`src/rtl/sync_barrier_ctrl.sv`:
```
// -----------------------------------------------------------------------------
// sync_barrier_ctrl
//
// Hardware barrier between N_CORES processor cores. Each core raises a
// one-cycle arrival strobe with its barrier ID. The first member arrival
// latches the participant mask and the barrier ID. When every participant
// has arrived with the same ID, the block sends one release pulse to all
// participants on sync_enable. Protocol violations set sticky error flags.
// An optional timeout moves an incomplete barrier to ERROR, and the block
// stays there until clear_err.
//
// Ports
//   clk                 rising-edge clock
//   reset               asynchronous, active-high reset
//   sync_barrier        per-core barrier ID, core i at [i*W +: W]
//   sync_barrier_en_in  per-core one-cycle arrival strobe
//   participant_mask    cores taking part, sampled on the first arrival
//   timeout_cycles      collection timeout in cycles, 0 = disabled
//   clear_err           clears the sticky flags and leaves ERROR
//   sync_enable         registered one-cycle release pulse per core
//   busy                high in COLLECT, RELEASE and ERROR
//   active_id           ID of the barrier being collected
//   arrived             cores that arrived at the current barrier
//   err_*               sticky error flags
// -----------------------------------------------------------------------------
module sync_barrier_ctrl #(
    parameter int N_CORES            = 4,
    parameter int SYNC_BARRIER_WIDTH = 8,
    parameter int TIMEOUT_WIDTH      = 16
) (
    input  logic                                  clk,
    input  logic                                  reset,
    input  logic [N_CORES*SYNC_BARRIER_WIDTH-1:0] sync_barrier,
    input  logic [N_CORES-1:0]                    sync_barrier_en_in,
    input  logic [N_CORES-1:0]                    participant_mask,
    input  logic [TIMEOUT_WIDTH-1:0]              timeout_cycles,
    input  logic                                  clear_err,
    output logic [N_CORES-1:0]                    sync_enable,
    output logic                                  busy,
    output logic [SYNC_BARRIER_WIDTH-1:0]         active_id,
    output logic [N_CORES-1:0]                    arrived,
    output logic                                  err_mismatch,
    output logic                                  err_nonmember,
    output logic                                  err_dup,
    output logic                                  err_timeout
);

    localparam logic [1:0] S_IDLE    = 2'd0;
    localparam logic [1:0] S_COLLECT = 2'd1;
    localparam logic [1:0] S_RELEASE = 2'd2;
    localparam logic [1:0] S_ERROR   = 2'd3;

    logic [1:0]                    state_q, state_d;
    logic [N_CORES-1:0]            mask_q, mask_d;
    logic [SYNC_BARRIER_WIDTH-1:0] active_id_q, active_id_d;
    logic [N_CORES-1:0]            arrived_q, arrived_d;
    logic [N_CORES-1:0]            sync_enable_q, sync_enable_d;
    logic                          busy_q, busy_d;
    logic [TIMEOUT_WIDTH-1:0]      tmo_q, tmo_d;
    logic                          err_mismatch_q, err_mismatch_d;
    logic                          err_nonmember_q, err_nonmember_d;
    logic                          err_dup_q, err_dup_d;
    logic                          err_timeout_q, err_timeout_d;

    logic [SYNC_BARRIER_WIDTH-1:0] first_id;
    logic [SYNC_BARRIER_WIDTH-1:0] ref_id;
    logic [N_CORES-1:0]            id_match;
    logic [N_CORES-1:0]            member;
    logic [N_CORES-1:0]            fresh;
    logic                          set_mis, set_non, set_dup, set_tmo;

    // Scan from the highest index downwards so that the lowest-index strobing
    // member writes last. That core's ID becomes the barrier ID.
    always_comb begin
        first_id = '0;
        for (int i = N_CORES - 1; i >= 0; i--) begin
            if (sync_barrier_en_in[i] && participant_mask[i]) begin
                first_id = sync_barrier[i*SYNC_BARRIER_WIDTH +: SYNC_BARRIER_WIDTH];
            end
        end
    end

    // In IDLE, IDs are compared against the ID that is about to be latched.
    // In all other states they are compared against the latched ID.
    assign ref_id = (state_q == S_IDLE) ? first_id : active_id_q;

    always_comb begin
        id_match = '0;
        for (int i = 0; i < N_CORES; i++) begin
            id_match[i] = (sync_barrier[i*SYNC_BARRIER_WIDTH +: SYNC_BARRIER_WIDTH] == ref_id);
        end
    end

    // NOTE: every signal assigned below gets a default first, so no path
    // through the case statement leaves one unassigned and infers a latch.
    always_comb begin
        state_d       = state_q;
        mask_d        = mask_q;
        active_id_d   = active_id_q;
        arrived_d     = arrived_q;
        sync_enable_d = '0;
        tmo_d         = tmo_q;
        member        = '0;
        fresh         = '0;
        set_mis       = 1'b0;
        set_non       = 1'b0;
        set_dup       = 1'b0;
        set_tmo       = 1'b0;

        case (state_q)
            S_IDLE: begin
                member = sync_barrier_en_in & participant_mask;
                // With participant_mask == 0, every strobe is a non-member.
                set_non = ((sync_barrier_en_in & ~participant_mask) != '0);
                if (member != '0) begin
                    mask_d      = participant_mask;
                    active_id_d = first_id;
                    arrived_d   = member & id_match;
                    set_mis     = ((member & ~id_match) != '0);
                    tmo_d       = '0;
                    if ((member & id_match) == participant_mask) begin
                        state_d       = S_RELEASE;
                        sync_enable_d = participant_mask;
                    end else begin
                        state_d = S_COLLECT;
                    end
                end
            end

            S_COLLECT: begin
                member    = sync_barrier_en_in & mask_q;
                fresh     = member & ~arrived_q;
                set_non   = ((sync_barrier_en_in & ~mask_q) != '0);
                set_dup   = ((member & arrived_q) != '0);
                set_mis   = ((fresh & ~id_match) != '0);
                arrived_d = arrived_q | (fresh & id_match);
                if (tmo_q != '1) begin
                    tmo_d = tmo_q + TIMEOUT_WIDTH'(1);
                end
                // If the barrier completes in the same cycle that the timeout
                // expires, the release has priority.
                if ((arrived_q | (fresh & id_match)) == mask_q) begin
                    state_d       = S_RELEASE;
                    sync_enable_d = mask_q;
                end else if ((timeout_cycles != '0) &&
                             (tmo_q == timeout_cycles - TIMEOUT_WIDTH'(1))) begin
                    state_d = S_ERROR;
                    set_tmo = 1'b1;
                end
            end

            S_RELEASE: begin
                state_d   = S_IDLE;
                arrived_d = '0;
                set_non   = (sync_barrier_en_in != '0);
            end

            S_ERROR: begin
                // Strobes are ignored here and do not set any flag.
                if (clear_err) begin
                    state_d   = S_IDLE;
                    arrived_d = '0;
                end
            end

            default: begin
                state_d = S_IDLE;
            end
        endcase

        // A new error event in the same cycle as clear_err wins over the clear.
        err_mismatch_d  = (err_mismatch_q  & ~clear_err) | set_mis;
        err_nonmember_d = (err_nonmember_q & ~clear_err) | set_non;
        err_dup_d       = (err_dup_q       & ~clear_err) | set_dup;
        err_timeout_d   = (err_timeout_q   & ~clear_err) | set_tmo;
        busy_d          = (state_d != S_IDLE);
    end

    // NOTE: sequential state uses non-blocking assignments, so that every flop
    // samples the values from before the edge, whatever the statement order.
    always_ff @(posedge clk or posedge reset) begin
        if (reset) begin
            state_q         <= S_IDLE;
            mask_q          <= '0;
            active_id_q     <= '0;
            arrived_q       <= '0;
            sync_enable_q   <= '0;
            busy_q          <= 1'b0;
            tmo_q           <= '0;
            err_mismatch_q  <= 1'b0;
            err_nonmember_q <= 1'b0;
            err_dup_q       <= 1'b0;
            err_timeout_q   <= 1'b0;
        end else begin
            state_q         <= state_d;
            mask_q          <= mask_d;
            active_id_q     <= active_id_d;
            arrived_q       <= arrived_d;
            sync_enable_q   <= sync_enable_d;
            busy_q          <= busy_d;
            tmo_q           <= tmo_d;
            err_mismatch_q  <= err_mismatch_d;
            err_nonmember_q <= err_nonmember_d;
            err_dup_q       <= err_dup_d;
            err_timeout_q   <= err_timeout_d;
        end
    end

    assign sync_enable   = sync_enable_q;
    assign busy          = busy_q;
    assign active_id     = active_id_q;
    assign arrived       = arrived_q;
    assign err_mismatch  = err_mismatch_q;
    assign err_nonmember = err_nonmember_q;
    assign err_dup       = err_dup_q;
    assign err_timeout   = err_timeout_q;

endmodule

```
`config.mk`:
```
export PLATFORM = sky130hd
export DESIGN_NAME = sync_barrier_ctrl
export DESIGN_NICKNAME = d
export VERILOG_FILES = /design/src/rtl/sync_barrier_ctrl.sv
export SDC_FILE = /design/constraint.sdc
export NUM_CORES = 1
export LEC_CHECK = 0
export BUFFER_PORTS_ARGS = -buffer_cell sky130_fd_sc_hd__buf_4
export CORE_MARGIN = 2
export CORE_UTILIZATION = 58
export DETAILED_ROUTE_END_ITERATION = 7
export GPL_ROUTABILITY_DRIVEN = 0
export GPL_TIMING_DRIVEN = 0
export PLACE_DENSITY = 0.82
export SLEW_MARGIN = 20
export SYNTH_ARGS = -nofsm -noshare
export SYNTH_HDL_FRONTEND = slang
export SYNTH_SLANG_ARGS = --single-unit
```
`constraint.sdc`:
```
create_clock -name clk -period 3.5 [get_ports clk]
set_clock_uncertainty 0.05 [all_clocks]
set_input_delay 0.7 -clock clk [delete_from_list [all_inputs] [get_ports clk]]
set_output_delay 0.7 -clock clk [all_outputs]
set_load 0.02 [all_outputs]
```
==> flow_summary.json, run 1 <==
{
  "viasPerCell": 7.26,
  "power_leakage_nw": 2.35,
  "drtIter0Drc": 823,
  "ir_drop_uv": 233,
  "cts-htree-levels": 2,
  "power_density_nw_per_um2": 556,
  "final_nets": 754,
  "use_met2": 0.629,
  "status": "complete, but fails checks",
  "num_vias": 5775,
  "final_cell_mix": "buf_4, nor2_1, nand2_1",
  "seqPwrFrac": 0.260,
  "rsz0062_at_grt": "false",
  "clockRootBuffer": "clkbuf_8",
  "holdBufCountCts": 0,
  "p_sw_frac": 0.470,
  "cp_max_fo": 10,
  "combPwrFrac": 0.590,
  "critPathCaptureType": "flop",
  "fillers": 655,
  "worst_pin_slew_ns": 0.805,
  "min_period_over_period": 1.03,
  "synth_edf_count": 0,
  "grt_pass1_wl_mm": 27.9,
  "grt_max_degree": 37,
  "diodes": 0,
  "critPathRequiredTime_ns": 3.67,
  "yosysSeqAreaShare": 0.231,
  "routed_wl_mm": 17.7,
  "fin_crit_ns": 3.59,
  "postPlaceCellArea_sq_um": 5320,
  "fp.dieH_microns": 93.6,
  "switching_power_mw": 1.45,
  "ioPinCount": 80,
  "grt_overflow": 0,
  "p_int_mw": 1.63,
  "ys_ff_latch": 43,
  "maxSlewHeadroom": 0.461,
  "areaGrowthSynthToFinish_pct": 18.7,
  "cts_num_sinks": 43,
  "start_util": 0.600,
  "placement.io_buffers": 68,
  "max_freq_mhz": 279,
  "grt_pass1_vias": 5484,
  "cts_tree": "built",
  "antenna_found_initial": 0,
  "setup_viol": 7,
  "netlist_instances": 614,
  "violations": "DRC, setup timing",
  "clk_pin_slew_ns": 0.09,
  "drv_slew": 0,
  "stdcell_area_sq_um": 5530,
  "die_w_microns": 93.6,
  "layout-drive-gt1-share": 0.173,
  "post_drt_wl_per_cell_microns": 22.3,
  "ys_types": 74,
  "grtUsageMet1": 0.508,
  "hold_path_class": "in -> async",
  "syn-num-nets": 675,
  "ff_latch_area_sq_um": 1080,
  "grt_use_total": 0.407,
  "fin_ws_ns": -0.0895,
  "dieArea_sq_um": 8770,
  "firstDrtPassIters": 8,
  "multi_input_area_sq_um": 3310,
  "numCtsBuffers": 5,
  "utilization": 0.712,
  "arrival_ns": 3.76,
  "syn_area_sq_um": 4660,
  "start_kind": "input port",
  "hpwlAfterDp_mm": 12.9,
  "row_count": 32,
  "crit_type": "in -> reg",
  "clock_path_buffers": 2,
  "ant_nets": 0,
  "busiest_layer": "met2",
  "maxCapViolCount": 0,
  "avgSynthCellArea_sq_um": 7.59,
  "drc": 71,
  "final-hold-violation-count": 0,
  "clockPowerShare": 0.150,
  "ys_warn_count": 0,
  "async_reset_ff_frac": 1.00,
  "coreArea_sq_um": 7770,
  "final_common_cell": "buf_4",
  "met3_usage": 0.114,
  "clk_latency_ns": 0.30,
  "synthFlopType": "dfrtp_1"
}
## per-stage QoR
step                hold WS (ns)  setup slack (ns)  cells  setup TNS, ns  power [mW]
global placement           0.427            -0.363    784          -2.33        2.44
finish                     0.248           -0.0895    796         -0.306        3.07
global route               0.254           0.00382    796              0        3.22
CTS                        0.254            0.0295    794              0        2.97
detailed placement         0.434            -0.376    785          -2.50        2.49
floorplan                  0.487             0.343    614              0        1.92
## per-layer routing
metal	share of wire	wire, microns
met5	0	0
met4	0.083	1480
met3	0.13	2330
met2	0.42	7530
met1	0.36	6410
## power by group through the flow
stage	Sequential [mW]	Clock (mW)	Combinational, mW
3_5_place_dp	0.801	0	1.68
6_report	0.798	0.462	1.81
3_3_place_gp	0.796	0	1.65
4_1_cts	0.792	0.464	1.72
2_1_floorplan	0.876	0	1.05
5_1_grt	0.813	0.484	1.92
## registers in the layout, summed over array words and instances, names as in the netlist
name and flops:
tmo_q 16, active_id 8, arrived 4, mask_q 4, sync_enable 4, state_q 2
busy 1, err_dup 1, err_mismatch 1, err_nonmember 1, err_timeout 1
## what timing repair did
item / CTS / global route
pin swaps: 1 / 3
endpoints found under the setup margin: 7 / 8
resized for setup: 7 / 12
buffers inserted: 1 / 2
endpoints found under the hold margin: 0 / 0
## critical path: stages
cell and delay, ns:
buf_4 0.14, nand2_1 0.24, buf_2 0.33, nand3_1 0.14, a311oi_2 0.47, o31ai_1 0.13, nor4_1 0.43, and4b_1 0.34
o311ai_1 0.15, a311oi_4 0.28, buf_4 0.20, a32o_1 0.20
## worst paths after layout
check | slack [ns] | startpoint | cells after the start | end
max in group asynchronous | 2.71 | reset | 3 | tmo_q[11]$_DFFE_PP0P_
worst max-delay path | -0.09 | sync_barrier_en_in[2] | 12 | sync_enable[0]$_DFF_PP0_
worst max register to register | 0.10 | state_q[1]$_DFF_PP0_ | 12 | state_q[1]$_DFF_PP0_
worst min-delay path | 0.25 | reset | 2 | arrived[3]$_DFFE_PP0P_
worst min register to register | 0.47 | err_timeout$_DFF_PP0_ | 2 | err_timeout$_DFF_PP0_
min in group clk | 0.47 | err_timeout$_DFF_PP0_ | 2 | err_timeout$_DFF_PP0_
## synthesized netlist by cell type, types with 4 or more instances
| cell | n | area share |
|---|---|---|
| nand3_1 | 30 | 0.032 |
| o22ai_1 | 9 | 0.012 |
| a21oi_1 | 30 | 0.032 |
| xor2_1 | 36 | 0.068 |
| nand2_1 | 48 | 0.039 |
| dfrtp_1 | 43 | 0.23 |
| a31oi_1 | 11 | 0.015 |
| nor2b_1 | 6 | 0.0081 |
| or3_1 | 11 | 0.015 |
| clkbuf_1 | 29 | 0.023 |
| o21a_1 | 6 | 0.0097 |
| o2111ai_1 | 6 | 0.011 |
| a22o_1 | 4 | 0.0075 |
| nor3_1 | 19 | 0.020 |
| nand2b_1 | 15 | 0.020 |
| nor4_1 | 18 | 0.024 |
| a311oi_1 | 5 | 0.0094 |
| o221ai_1 | 4 | 0.0075 |
| a32oi_1 | 5 | 0.0094 |
| buf_2 | 8 | 0.0086 |
| and3_1 | 15 | 0.020 |
| nand4_1 | 10 | 0.013 |
| inv_1 | 29 | 0.023 |
| o31ai_1 | 4 | 0.0064 |
| a22oi_1 | 5 | 0.0081 |
| xnor2_1 | 31 | 0.058 |
| nor2_1 | 53 | 0.043 |
| o311ai_0 | 4 | 0.0075 |
| and3b_1 | 5 | 0.0094 |
| o41ai_1 | 4 | 0.0075 |
| o21ai_0 | 24 | 0.026 |
| o32ai_1 | 6 | 0.011 |
| mux2i_1 | 7 | 0.015 |
| a32o_1 | 5 | 0.011 |
## layout make-up
cell class              count  area share
plain buffers              46      0.0409
clock buffers               6      0.0131
clock inverters             2      0.0109
inverters                  29      0.0197
multi-input cells         496       0.598
flip-flops and latches     43       0.194
well taps                 102      0.0231
repair buffers             72       0.100
## logic make-up (layout without fill, tap and decap cells)
| logic type | after synthesis | in the layout | share of synthesized area |
|---|---|---|---|
| AO/OA/AOI/OAI | 169 | 169 | 0.270 |
| buffers and inverters | 75 | 155 | 0.0695 |
| AND/OR/NAND/NOR | 248 | 248 | 0.276 |
| multiplexers | 10 | 10 | 0.0223 |
| adder cells (fa/ha/maj) | 2 | 2 | 0.00537 |
| flip-flops | 43 | 43 | 0.231 |
| XOR/XNOR | 67 | 67 | 0.126 |
Power figures use the tool's default switching activity.
==> run 2: changes to the inputs <==
--- a/config.mk
+++ b/config.mk
@@ -5,7 +5,7 @@
 export SDC_FILE = /design/constraint.sdc
 export NUM_CORES = 1
 export LEC_CHECK = 0
-export BUFFER_PORTS_ARGS = -buffer_cell sky130_fd_sc_hd__buf_4
+export BUFFER_PORTS_ARGS = -buffer_cell sky130_fd_sc_hd__clkbuf_2
 export CORE_MARGIN = 2
 export CORE_UTILIZATION = 58
 export DETAILED_ROUTE_END_ITERATION = 7
==> run 2 against run 1 <==
Compared with the run above: the run still ends with DRC, setup timing left; non-clock buffer count down 1; via count grew 0.52%; clock-buffer cell count did not move; cell count decreased by 0.13%; sequential share of layout area is 0.61 points higher; fmax fell by 0.10%; worst setup slack worse by 0.0036 ns; critical path type unchanged; largest cell class unchanged.
==> flow_summary.json, run 2 (synthesized netlist as in run 1, its figures left out) <==
{
  "clockRootBuffer": "clkbuf_8",
  "power_leakage_nw": 2.29,
  "largest_register_ffs": 16,
  "top_layer": "met4",
  "numCtsBuffers": 5,
  "drv_slew": 0,
  "critPathCaptureType": "flop",
  "die_w_microns": 93.6,
  "grt_pass1_wl_mm": 27.6,
  "drtIter0Drc": 1033,
  "row_count": 32,
  "cpPeakStageDelay_ns": 0.75,
  "wl_met3_mm": 2.45,
  "r2r-start": "active_id[0]$_DFFE_PP0P_",
  "coreArea_sq_um": 7770,
  "hpwlAfterDp_mm": 12.8,
  "final_common_cell": "clkbuf_2",
  "num_vias": 5805,
  "post_drt_wl_per_cell_microns": 22.6,
  "power_mw": 2.90,
  "diodes": 0,
  "ant_nets": 0,
  "worst_pin_slew_ns": 0.778,
  "placement.io_buffers": 68,
  "cts_tree": "built",
  "clk_pin_slew_ns": 0.09,
  "fp.dieH_microns": 93.6,
  "fin_crit_ns": 3.59,
  "ioPinCount": 80,
  "min_period_over_period": 1.03,
  "layout-drive-gt1-share": 0.179,
  "grt_max_degree": 37,
  "ff_latch_area_sq_um": 1080,
  "crit_path_top_delay_cell": "a2111oi_0",
  "firstDrtPassIters": 8,
  "crit_type": "in -> reg",
  "top_register": "tmo_q",
  "hold_path_class": "in -> async",
  "max_freq_mhz": 278,
  "violations": "DRC, setup timing",
  "areaGrowthSynthToFinish_pct": 15.1,
  "path_delay_family": "compound AO/OA/AOI/OAI gates",
  "wl_met2_mm": 7.68,
  "ir_drop_uv": 210,
  "fin_ws_ns": -0.0931,
  "setup_viol": 7,
  "maxSlewHeadroom": 0.468,
  "grt_use_total": 0.402,
  "start_util": 0.600,
  "crit_start": "sync_barrier_en_in[0]",
  "start_kind": "input port",
  "met1_length_mm": 6.39,
  "stdcell_area_sq_um": 5360,
  "cts-htree-levels": 2,
  "antenna_found_initial": 0,
  "status": "complete, but fails checks",
  "power_density_nw_per_um2": 540,
  "clk_latency_ns": 0.30,
  "clock_path_buffers": 2,
  "multi_input_area_sq_um": 3350,
  "maxCapViolCount": 0,
  "viasPerCell": 7.30,
  "worstPathCellList": "clkbuf_2, nand2_1, clkbuf_1, o311ai_0, a2111oi_0, nor3_1, and4b_1, o311ai_1, a311oi_4, buf_4, a32o_1",
  "fillers": 657,
  "final-hold-violation-count": 0,
  "worst-path-buf-inv": 3,
  "postPlaceCellArea_sq_um": 5150,
  "grt_overflow": 0,
  "cts_num_sinks": 43,
  "arrival_ns": 3.76,
  "final_nets": 753,
  "dieArea_sq_um": 8770,
  "critPathRequiredTime_ns": 3.67,
  "grt_pass1_vias": 5330,
  "drc": 251,
  "final_cell_mix": "clkbuf_2, nor2_1, nand2_1",
  "cp_max_fo": 10,
  "routed_wl_mm": 18.0
}
[run 2: repair_timing]
item | in CTS | in global routing
pin swaps | 1 | 5
setup buffers | 0 | 3
gates cloned | 0 | 0
setup endpoints to repair | 7 | 8
hold buffers | 0 | 0
gates resized for setup | 6 | 19
[run 2: worst paths after layout]
path                                            end  cells after the start  slack, ns
setup / recovery           sync_enable[0]$_DFF_PP0_                     11      -0.09
hold / removal                mask_q[1]$_DFFE_PP0P_                      2       0.22
setup reg to reg           sync_enable[0]$_DFF_PP0_                     11       0.04
hold reg to reg               err_timeout$_DFF_PP0_                      2       0.46
max in group asynchronous      tmo_q[1]$_DFFE_PP0P_                      3       2.73
min in group clk              err_timeout$_DFF_PP0_                      2       0.46
[run 2: worst register-to-register path, delay by kind of cell, from the launching register on]
family	cells	cell delay (ns)
buffers and inverters	2	0.55
AOI/OAI and AO/OA	5	1.35
xor gates and xnor gates	1	0.18
DFF	1	0.38
and+or+nand+nor	3	0.89
[run 2: stage by stage]
step / hold slack (ns) / setup TNS (ns) / cells / worst slack (ns) / util
floorplan: 0.487 / 0 / 614 / 0.343 / -
global placement: 0.426 / -3.51 / 784 / -0.514 / 0.660
CTS: 0.229 / 0 / 792 / 0.0444 / 0.678
detailed placement: 0.450 / -3.63 / 785 / -0.506 / 0.663
global route: 0.228 / -0.651 / 795 / -0.128 / 0.691
finish: 0.224 / -0.437 / 795 / -0.0931 / 0.691
[run 2: area by class of cell]
cell class / count / share of cell area
Timing Repair Buffer: 72 / 0.0714
Clock buffer: 6 / 0.0154
Clock inverter: 2 / 0.00303
Tap cell: 102 / 0.0238
Sequential cell: 43 / 0.201
Buffer: 45 / 0.0418
Multi-Input combinational cell: 496 / 0.624
Inverter: 29 / 0.0203
[run 2: routing by layer]
| layer | global-route usage | vias up |
|---|---|---|
| li1 | - | 2455 |
| met1 | 0.522 | 2594 |
| met2 | 0.618 | 578 |
| met3 | 0.0967 | 178 |
| met4 | 0.216 | 0 |
| met5 | 0 | - |
[run 2: where the power goes]
| part | switching, mW | internal [mW] | leakage, nW |
|---|---|---|---|
| clock | 0.173 | 0.161 | 0.0474 |
| sequential | 0.157 | 0.641 | 0.555 |
| combinational | 1.13 | 0.639 | 1.68 |
==> run 3: changes to the inputs <==
--- a/config.mk
+++ b/config.mk
@@ -6,7 +6,6 @@
 export NUM_CORES = 1
 export LEC_CHECK = 0
 export BUFFER_PORTS_ARGS = -buffer_cell sky130_fd_sc_hd__clkbuf_2
-export CORE_MARGIN = 2
 export CORE_UTILIZATION = 58
 export DETAILED_ROUTE_END_ITERATION = 7
 export GPL_ROUTABILITY_DRIVEN = 0
==> run 3 against run 2 <==
Compared with the run above: the run still ends with DRC, setup timing left; via count is 0.81% lower; non-clock buffer count shrank 1; flip-flop and latch count stayed put; largest power group unchanged.
==> flow_summary.json, run 3 (synthesized netlist as in run 1, its figures left out) <==
{
  "status": "complete, but fails checks",
  "violations": "DRC, setup timing",
  "cts_tree": "built",
  "max_freq_mhz": 279,
  "fillers": 689,
  "grt_pass1_vias": 5451,
  "final_common_cell": "clkbuf_2",
  "hpwlAfterDp_mm": 12.6,
  "viasPerCell": 7.27,
  "setup-tns-final_ns": -0.384,
  "cp_max_fo": 10,
  "post_drt_wl_per_cell_microns": 21.9,
  "coreArea_sq_um": 7770,
  "setup_viol": 7,
  "antenna_found_initial": 0,
  "drv_slew": 0,
  "start_util": 0.600,
  "fin_ws_ns": -0.0807,
  "dp.cells": 785,
  "ir_drop_uv": 210,
  "ioPinCount": 80,
  "cts-htree-levels": 2,
  "clk_pin_slew_ns": 0.07,
  "final_nets": 752,
  "holdBufCountCts": 0,
  "drtIter0Drc": 779,
  "clockRootBuffer": "clkbuf_8",
  "areaGrowthSynthToFinish_pct": 14.1,
  "worst_hold_slack_ns": 0.249,
  "dieArea_sq_um": 8400,
  "final_cells": 792,
  "routed_wl_mm": 17.3,
  "ant_nets": 0,
  "maxSlewHeadroom": 0.457,
  "arrival_ns": 3.75,
  "postPlaceCellArea_sq_um": 5150,
  "numCtsBuffers": 5,
  "top_register": "tmo_q",
  "place_ws_ns": -0.483,
  "hold_path_class": "in -> async",
  "min_period_over_period": 1.02,
  "worst-path-buf-inv": 3,
  "diodes": 0,
  "final_cell_mix": "clkbuf_2, nor2_1, nand2_1",
  "maxCapViolCount": 0,
  "crit_type": "in -> reg",
  "grt_max_degree": 36,
  "fin_crit_ns": 3.58,
  "crit_path_top_delay_cell": "or4_1",
  "grt_use_total": 0.412,
  "cpPeakStageDelay_ns": 0.62,
  "stdcell_area_sq_um": 5320,
  "power_density_nw_per_um2": 531,
  "final-hold-violation-count": 0,
  "firstDrtPassIters": 8,
  "path_delay_family": "compound AO/OA/AOI/OAI gates",
  "drc": 100,
  "critPathCaptureType": "flop",
  "die_w_microns": 91.6,
  "cts_num_sinks": 43,
  "power_mw": 2.82,
  "placement.io_buffers": 68,
  "fp.dieH_microns": 91.6,
  "utilization": 0.684,
  "num_vias": 5758,
  "worst_pin_slew_ns": 0.812,
  "grt_pass1_wl_mm": 27.3,
  "start_kind": "input port",
  "clk_latency_ns": 0.29,
  "critPathRequiredTime_ns": 3.67,
  "worstPathCellList": "clkbuf_2, and2_1, buf_2, a21oi_1, o22ai_1, or4_1, nor4_1, o211a_1, nand2_2, a311oi_4, buf_4, a32o_1",
  "layout-drive-gt1-share": 0.171,
  "power_leakage_nw": 2.26,
  "clock_path_buffers": 2,
  "largest_register_ffs": 16,
  "row_count": 32,
  "grt_overflow": 0
}
## run 3: worst paths after layout
kind	start	to	slack, ns	cells past startpoint
setup / recovery	participant_mask[1]	sync_enable[3]$_DFF_PP0_	-0.08	12
hold / removal	reset	mask_q[1]$_DFFE_PP0P_	0.25	2
setup reg to reg	state_q[1]$_DFF_PP0_	state_q[1]$_DFF_PP0_	0.19	12
hold reg to reg	err_timeout$_DFF_PP0_	err_timeout$_DFF_PP0_	0.44	2
max in group asynchronous	reset	tmo_q[9]$_DFFE_PP0P_	2.71	3
min in group clk	err_timeout$_DFF_PP0_	err_timeout$_DFF_PP0_	0.44	2
## run 3: area by class of cell
type / count / area [sq um] / share of cell area
Inverter: 29 / 109 / 0.0205
Tap cell: 102 / 128 / 0.0240
Sequential cell: 43 / 1080 / 0.202
Timing Repair Buffer: 71 / 375 / 0.0706
Multi-Input combinational cell: 496 / 3330 / 0.627
Clock inverter: 1 / 7.51 / 0.00141
Buffer: 45 / 219 / 0.0412
Clock buffer: 5 / 68.8 / 0.0129
## run 3: worst reg2reg max path, cell delays in order (launching register included)
cell and delay, ns:
dfrtp_1 0.37, buf_2 0.17, nor2_1 0.20, clkbuf_2 0.32
clkbuf_1 0.44, o2111ai_1 0.23, o2111ai_1 0.15, nor4_2 0.07
and4b_1 0.26, o311ai_1 0.40, a311oi_4 0.07, buf_4 0.18
a211o_1 0.29
## run 3: power by group
group | total (mW) | internal [mW] | leakage (nW) | switching (mW)
clock network | 0.293 | 0.133 | 0.0361 | 0.161
registers | 0.796 | 0.641 | 0.555 | 0.154
logic | 1.73 | 0.626 | 1.67 | 1.11
## run 3: per-layer routing
| metal | GRT usage | wire length, microns | up-vias |
|---|---|---|---|
| li1 | - | - | 2451 |
| met1 | 0.505 | 6130 | 2574 |
| met2 | 0.637 | 7300 | 566 |
| met3 | 0.116 | 2480 | 167 |
| met4 | 0.255 | 1420 | 0 |
| met5 | 0 | 0 | - |
## run 3: repair_timing
action	in CTS	in global routing
pin swaps	0	2
setup buffers	0	2
resized for setup	4	14
cloned	0	0
setup endpoints to repair	8	8
